**src/rtl/usb_pulpino_gpio_link.sv**
```systemverilog
// Host-side bridge: 32-bit words <-> bytes on the PULPino GPIO toggle-handshake bus.
// TX drives data[7:0], byte-write[9], word-write[11]; RX acks with byte-read[8], word-read[10].
module usb_pulpino_gpio_link #(
    parameter int unsigned SYNC_STAGES = 2,
    parameter int unsigned ACK_TIMEOUT = 65535
) (
    input  logic        clk,
    input  logic        rst,
    input  logic [31:0] tx_word,
    input  logic        tx_valid,
    output logic        tx_ready,
    output logic [31:0] rx_word,
    output logic        rx_valid,
    input  logic        rx_ready,
    output logic [31:0] gpio_to_pulpino,
    input  logic [31:0] gpio_from_pulpino,
    output logic        timeout_err,
    input  logic        err_clr,
    output logic        busy
);
    localparam int unsigned TW   = (ACK_TIMEOUT > 1) ? $clog2(ACK_TIMEOUT + 1) : 1;
    localparam int unsigned TLIM = (ACK_TIMEOUT == 0) ? 0 : ACK_TIMEOUT - 1;

    typedef enum logic [1:0] {TX_IDLE, TX_BYTE, TX_BACK, TX_WACK} tx_state_t;
    typedef enum logic [1:0] {RX_IDLE, RX_COLLECT, RX_HOLD} rx_state_t;

    // hs_ev bit map: [0] byte-read, [1] byte-write, [2] word-read, [3] word-write
    logic [SYNC_STAGES-1:0][3:0] sync_q;
    logic [3:0] hs_prev, hs_ev;
    logic       unused_hi;

    assign unused_hi = ^gpio_from_pulpino[31:12];

    always_ff @(posedge clk) begin
        if (rst) begin
            sync_q  <= '0;
            hs_prev <= '0;
        end else begin
            sync_q[0] <= gpio_from_pulpino[11:8];
            for (int i = 1; i < SYNC_STAGES; i++) sync_q[i] <= sync_q[i-1];
            hs_prev <= sync_q[SYNC_STAGES-1];
        end
    end

    assign hs_ev = sync_q[SYNC_STAGES-1] ^ hs_prev;

    tx_state_t   tx_st, tx_nxt;
    logic [31:0] tx_buf;
    logic [1:0]  tx_cnt;
    logic [TW-1:0] tmr;
    logic [7:0]  data_q;
    logic        tgl_bw, tgl_ww, tgl_br, tgl_wr;
    logic        tx_acc, tx_send, tx_dec, tx_last, tx_to, timed_out;

    always_comb begin
        tx_nxt    = tx_st;
        tx_acc    = 1'b0;
        tx_send   = 1'b0;
        tx_dec    = 1'b0;
        tx_last   = 1'b0;
        tx_to     = 1'b0;
        timed_out = (ACK_TIMEOUT != 0) && (tmr == TW'(TLIM));
        case (tx_st)
            TX_IDLE: if (tx_valid) begin
                tx_acc = 1'b1;
                tx_nxt = TX_BYTE;
            end
            TX_BYTE: begin
                tx_send = 1'b1;
                tx_nxt  = TX_BACK;
            end
            TX_BACK: begin
                if (hs_ev[0]) begin
                    if (tx_cnt != 2'd0) begin
                        tx_dec = 1'b1;
                        tx_nxt = TX_BYTE;
                    end else begin
                        tx_last = 1'b1;
                        tx_nxt  = TX_WACK;
                    end
                end else if (timed_out) begin
                    tx_to  = 1'b1;
                    tx_nxt = TX_IDLE;
                end
            end
            TX_WACK: begin
                if (hs_ev[2]) begin
                    tx_nxt = TX_IDLE;
                end else if (timed_out) begin
                    tx_to  = 1'b1;
                    tx_nxt = TX_IDLE;
                end
            end
            default: tx_nxt = TX_IDLE;
        endcase
    end

    always_ff @(posedge clk) begin
        if (rst) begin
            tx_st       <= TX_IDLE;
            tx_buf      <= '0;
            tx_cnt      <= '0;
            tmr         <= '0;
            data_q      <= '0;
            tgl_bw      <= 1'b0;
            tgl_ww      <= 1'b0;
            timeout_err <= 1'b0;
        end else begin
            tx_st <= tx_nxt;
            if (tx_acc) begin
                tx_buf <= tx_word;
                tx_cnt <= 2'd3;
            end
            if (tx_send) begin
                data_q <= tx_buf[{tx_cnt, 3'b000} +: 8];
                tgl_bw <= ~tgl_bw;
            end
            if (tx_dec)  tx_cnt <= tx_cnt - 2'd1;
            if (tx_last) tgl_ww <= ~tgl_ww;
            // timer restarts whenever the state changes, including BACK->BYTE->BACK
            tmr <= (tx_nxt != tx_st) ? '0 : tmr + TW'(1);
            if (tx_to)        timeout_err <= 1'b1;
            else if (err_clr) timeout_err <= 1'b0;
        end
    end

    rx_state_t   rx_st, rx_nxt;
    logic [31:0] rx_shift, shift_in;
    logic        rx_pend, rx_take, rx_load, rx_done;

    assign shift_in = {rx_shift[23:0], gpio_from_pulpino[7:0]};

    always_comb begin
        rx_nxt  = rx_st;
        rx_take = 1'b0;
        rx_load = 1'b0;
        rx_done = 1'b0;
        case (rx_st)
            RX_IDLE, RX_COLLECT: begin
                rx_take = hs_ev[1] | rx_pend;
                if (hs_ev[3]) begin
                    rx_load = 1'b1;
                    rx_nxt  = RX_HOLD;
                end else if (rx_take) begin
                    rx_nxt = RX_COLLECT;
                end
            end
            RX_HOLD: if (rx_ready) begin
                rx_done = 1'b1;
                rx_nxt  = RX_IDLE;
            end
            default: rx_nxt = RX_IDLE;
        endcase
    end

    always_ff @(posedge clk) begin
        if (rst) begin
            rx_st    <= RX_IDLE;
            rx_shift <= '0;
            rx_word  <= '0;
            rx_valid <= 1'b0;
            rx_pend  <= 1'b0;
            tgl_br   <= 1'b0;
            tgl_wr   <= 1'b0;
        end else begin
            rx_st <= rx_nxt;
            if (rx_take) begin
                rx_shift <= shift_in;
                tgl_br   <= ~tgl_br;
            end
            // a byte arriving with the word-write belongs to that word
            if (rx_load) begin
                rx_word  <= rx_take ? shift_in : rx_shift;
                rx_valid <= 1'b1;
            end
            if (rx_done) begin
                rx_valid <= 1'b0;
                rx_shift <= '0;
                tgl_wr   <= ~tgl_wr;
            end
            if (rx_st == RX_HOLD) begin
                if (hs_ev[1]) rx_pend <= 1'b1;
            end else if (rx_take) begin
                rx_pend <= 1'b0;
            end
        end
    end

    assign tx_ready        = (tx_st == TX_IDLE) & ~rst;
    assign busy            = (tx_st != TX_IDLE) | (rx_st != RX_IDLE);
    assign gpio_to_pulpino = {20'd0, tgl_ww, tgl_wr, tgl_bw, tgl_br, data_q};

endmodule

```
**config.mk**
```make
export PLATFORM = sky130hd
export DESIGN_NAME = usb_pulpino_gpio_link
export DESIGN_NICKNAME = d
export VERILOG_FILES = /design/src/rtl/usb_pulpino_gpio_link.sv
export SDC_FILE = /design/constraint.sdc
export NUM_CORES = 1
export LEC_CHECK = 0
export CAP_MARGIN = 20
export CORE_ASPECT_RATIO = 1.75
export CORE_MARGIN = 1
export CORE_UTILIZATION = 53
export DETAILED_ROUTE_END_ITERATION = 12
export PLACE_DENSITY_LB_ADDON = 0.12
export SYNTH_ARGS = -nofsm -noshare
export SYNTH_HDL_FRONTEND = slang
export SYNTH_SLANG_ARGS = --single-unit
```
**constraint.sdc**
```tcl
create_clock -name clk -period 4 [get_ports clk]
set_clock_uncertainty 0.1 [all_clocks]
set_input_delay 0.6 -clock clk [delete_from_list [all_inputs] [get_ports clk]]
set_output_delay 0.6 -clock clk [all_outputs]
set_load 0.005 [all_outputs]
```
==> run summary <==
The number of antenna-violating nets in the routed design is 0. The leakage power came out at 2.62 nW. The maximum clock frequency is 424 MHz. The worst hold path belongs to the class flip-flop to flip-flop. The clock drives 145 sinks. The area of all sequential standard cells is 0.00290 mm^2. The count of vias placed by the detailed router came out at 4152. The sum of routed wire length over all layers is 11700 um. The top cell types in the final layout, fill and taps aside, are 145 x sky130_fd_sc_hd__dfxtp_1, 95 x sky130_fd_sc_hd__clkdlybuf4s50_1, 89 x sky130_fd_sc_hd__nand2_1, 76 x sky130_fd_sc_hd__a21oi_1, 67 x sky130_fd_sc_hd__nor2_1. In this run the power density over the cells is 510 mW/mm^2.

The maximum number of pins on one net before global-route repair came out at 39. The count of routing violations after the opening detailed-route iteration is 170. The number of antenna diodes came out at 0. The worst path uses 59.0% of the clock period. The fraction of layout cells with a size suffix above 1 came out at 8.15%. The worst setup path is captured at an output port. The number of ports placed on the die boundary came out at 137.

Of all nets on the critical path, the largest fanout is 32. The part of the Yosys area used for sequential elements came out at 52.7%. The count of fill cells added during filler insertion is 770.

The number of cells in the finished layout apart from fillers came out at 812. The number of H-tree levels came out at 4. On the critical path, the stage with the largest delay is an instance of sky130_fd_sc_hd__clkdlybuf4s50_1. The TritonCTS buffer count came out at 17. The number of instances in the synthesized netlist came out at 594. The clock period could shrink to 2.36 ns. Before antenna repair, the detailed router went through 7 iterations. The count of unresolved DRC violations after routing came out at 0. The flow ran to the end, and the final reports show no timing, DRC or antenna violations. The transition at the pin with the smallest max-transition slack is 0.986 ns. Data on the critical path is required at its endpoint by 3.30 ns. After floorplanning, the core was sized to cover 0.00997 mm^2. The final setup TNS came out at 0 ns.

The die height came out at 137 um. The maximum number of buffers from clock root to sink came out at 2. The total setup violations reported at the end of the flow is 0. Hold repair after CTS inserted 0 buffers. The detail-routed net length per standard cell is 14.4 um. The count of buffers added by post-CTS timing repair for setup is 0.

The least setup slack across all paths after layout came out at 1.64 ns. The number of rows in the core area came out at 48. The number of nets in the final layout is 746.

The synthesis-to-layout area growth came out at 27.3%. The total global-route track usage came out at 22.5%. Setup repair after global routing left no endpoint under its margin.

The number of max-capacitance violations reported came out at 0. The clock transition at the registers of the reported paths came out at 0.06 ns. The number of resized instances in the post-cts repair step came out at 0. The total count of hold-check failures in the final report is 0. The worst setup path is launched from an input port.

The worst setup slack before clock tree synthesis is 1.53 ns. The via count of the first global-routing pass came out at 3992. The library cell used most frequently in the layout, excluding fill and tap cells, is sky130_fd_sc_hd__dfxtp_1. Measured along the x axis, the die boundary spans 79.1 um. Including well taps, the total number of placed cells is 779. During synthesis, Yosys emitted a total of 0 warnings. The critical path in this run is classified as input port to output port. The cell at the root of the clock tree is sky130_fd_sc_hd__clkbuf_16. The remaining global-route overflow came out at 0. The area of the die came out at 0.0108 mm^2.

The multi-input combinational cells in the finished layout cover a total of 0.00230 mm^2. The routed via count divided by cell count came out at 5.11. The placer congestion estimate is 0.743.

The stage delay of the slowest cell on the critical path came out at 0.54 ns. For the worst setup path, the data arrival time is 1.66 ns. The count of input and output buffers came out at 96. The critical path goes through buf_2, nor3_1, clkdlybuf4s50_1. Headroom to the max-slew limit came out at 34.1%. The worst ir drop on vdd came out at 0.000393 V. The detailed-placement wirelength estimate is 7940 um. Counting flops and latches in the post-synthesis netlist gives 145.

TritonCTS built the clock tree. The first global-routing pass estimated 18600 um of wire. The clock insertion delay at the later pin of the skew report is 0.41 ns.

The effective utilization at floorplan came out at 55.3%. The max-slew violation count came out at 0. The synthesized area per cell came out at 9.28 um^2.

The number of antenna violations at the first check in global routing came out at 0. Counting distinct cell types in the post-synthesis netlist gives 38. The cell area that synthesis handed to floorplanning was 0.00551 mm^2.
path summary, 6_finish.rpt:
check                                               to  slack [ns]  cells past startpoint                   start
worst min register to register    sync_q[6]$_SDFF_PP0_        0.34                      1    sync_q[2]$_SDFF_PP0_
worst max-delay path                          tx_ready        1.64                      3                     rst
worst max register to register  tx_cnt[0]$_SDFFE_PP0P_        1.77                      5  tx_cnt[0]$_SDFFE_PP0P_
worst min-delay path              sync_q[6]$_SDFF_PP0_        0.34                      1    sync_q[2]$_SDFF_PP0_
where the power goes:
part / switching, mW / internal (mW) / total [mW]
Sequential: 0.0556 / 1.52 / 1.58
Clock: 0.624 / 1.01 / 1.63
Combinational: 0.181 / 0.191 / 0.371
Total: 0.860 / 2.72 / 3.58
per-stage QoR:
stage	hold WS, ns	cell area, um^2	utilization [%]	power [mW]
2_1_floorplan	0.314	5580	-	1.84
3_3_place_gp	0.325	6380	64.0	1.97
3_5_place_dp	0.324	6380	64.0	1.98
4_1_cts	0.339	7000	70.2	3.61
5_1_grt	0.363	7020	70.4	3.72
6_report	0.337	7020	70.4	3.58
cell type report:
| class | instances | area share (%) |
|---|---|---|
| clock inverter | 14 | 2.53 |
| clock buffer | 18 | 6.26 |
| inverter | 7 | 0.375 |
| sequential | 145 | 41.4 |
| multi-input combinational | 401 | 32.9 |
| timing repair buffer | 102 | 14.4 |
| tap | 125 | 2.23 |
layer usage:
| layer | vias to the layer above | track usage, % | part of all wire, % |
|---|---|---|---|
| met5 | - | 0 | 0 |
| met4 | 0 | 8.38 | 2.0 |
| met3 | 15 | 7.00 | 4.2 |
| met2 | 108 | 41.3 | 54 |
| met1 | 1929 | 23.5 | 39 |
| li1 | 2100 | - | - |
Yosys cell counts:
cell type                     n  area share [%]
sky130_fd_sc_hd__and2_1       1            0.11
sky130_fd_sc_hd__nor2_1      67             4.6
sky130_fd_sc_hd__conb_1       1           0.068
sky130_fd_sc_hd__and4_4       2            0.41
sky130_fd_sc_hd__buf_4       27             3.7
sky130_fd_sc_hd__ha_1         3            0.68
sky130_fd_sc_hd__nor2b_1     13             1.5
sky130_fd_sc_hd__clkbuf_2     1           0.091
sky130_fd_sc_hd__clkbuf_1    22             1.5
sky130_fd_sc_hd__mux4_2       8             3.3
sky130_fd_sc_hd__and3_1       2            0.23
sky130_fd_sc_hd__a2111oi_0    1            0.16
sky130_fd_sc_hd__nor3_1       4            0.36
sky130_fd_sc_hd__nor3b_1      1            0.14
sky130_fd_sc_hd__o21ai_0     33             3.0
sky130_fd_sc_hd__nand2b_1     3            0.34
sky130_fd_sc_hd__buf_6        1            0.20
sky130_fd_sc_hd__a21oi_1     76             6.9
sky130_fd_sc_hd__a22oi_2      1            0.23
sky130_fd_sc_hd__clkbuf_8     2            0.50
sky130_fd_sc_hd__nand4_1      3            0.34
sky130_fd_sc_hd__mux2i_1     32             5.8
sky130_fd_sc_hd__nand3_1      9            0.82
sky130_fd_sc_hd__nor4b_1      1            0.16
sky130_fd_sc_hd__and3_2       3            0.41
sky130_fd_sc_hd__a31oi_1      1            0.11
sky130_fd_sc_hd__xnor2_1      9             1.4
sky130_fd_sc_hd__and4_1       1            0.16
sky130_fd_sc_hd__inv_1        7            0.48
sky130_fd_sc_hd__a211oi_1     2            0.27
sky130_fd_sc_hd__dfxtp_1    145              53
sky130_fd_sc_hd__buf_2        6            0.54
sky130_fd_sc_hd__xor2_1      13             2.1
sky130_fd_sc_hd__o211ai_1     1            0.14
sky130_fd_sc_hd__nor2_2       1            0.11
sky130_fd_sc_hd__o221ai_4     1            0.48
sky130_fd_sc_hd__nand2_1     89             6.1
sky130_fd_sc_hd__buf_1        1           0.068
worst max-delay path, delay by kind of cell:
kind	cells	cell delay [ns]
buf+inv	2	0.83
simple gates	1	0.23
kinds of logic (layout without fill, tap and decap cells):
logic type | Yosys count | count (layout) | share of synthesized area, %
simple gates | 200 | 200 | 15.7
flops | 145 | 145 | 52.7
compound gates | 116 | 116 | 11.3
buf+inv | 67 | 141 | 7.06
mux | 40 | 40 | 9.08
xor+xnor | 22 | 22 | 3.50
fa+ha+maj | 3 | 3 | 0.681
other cells | 1 | 20 | 0.0680
sequential cells by signal (all words and copies together), names as in the netlist, 4 cells and up:
| signal | cells |
|---|---|
| rx_shift | 32 |
| rx_word | 32 |
| tx_buf | 32 |
| tmr | 16 |
| data_q | 8 |
| sync_q | 8 |
| hs_prev | 4 |
Note: power is estimated with default switching activity, not from simulation.
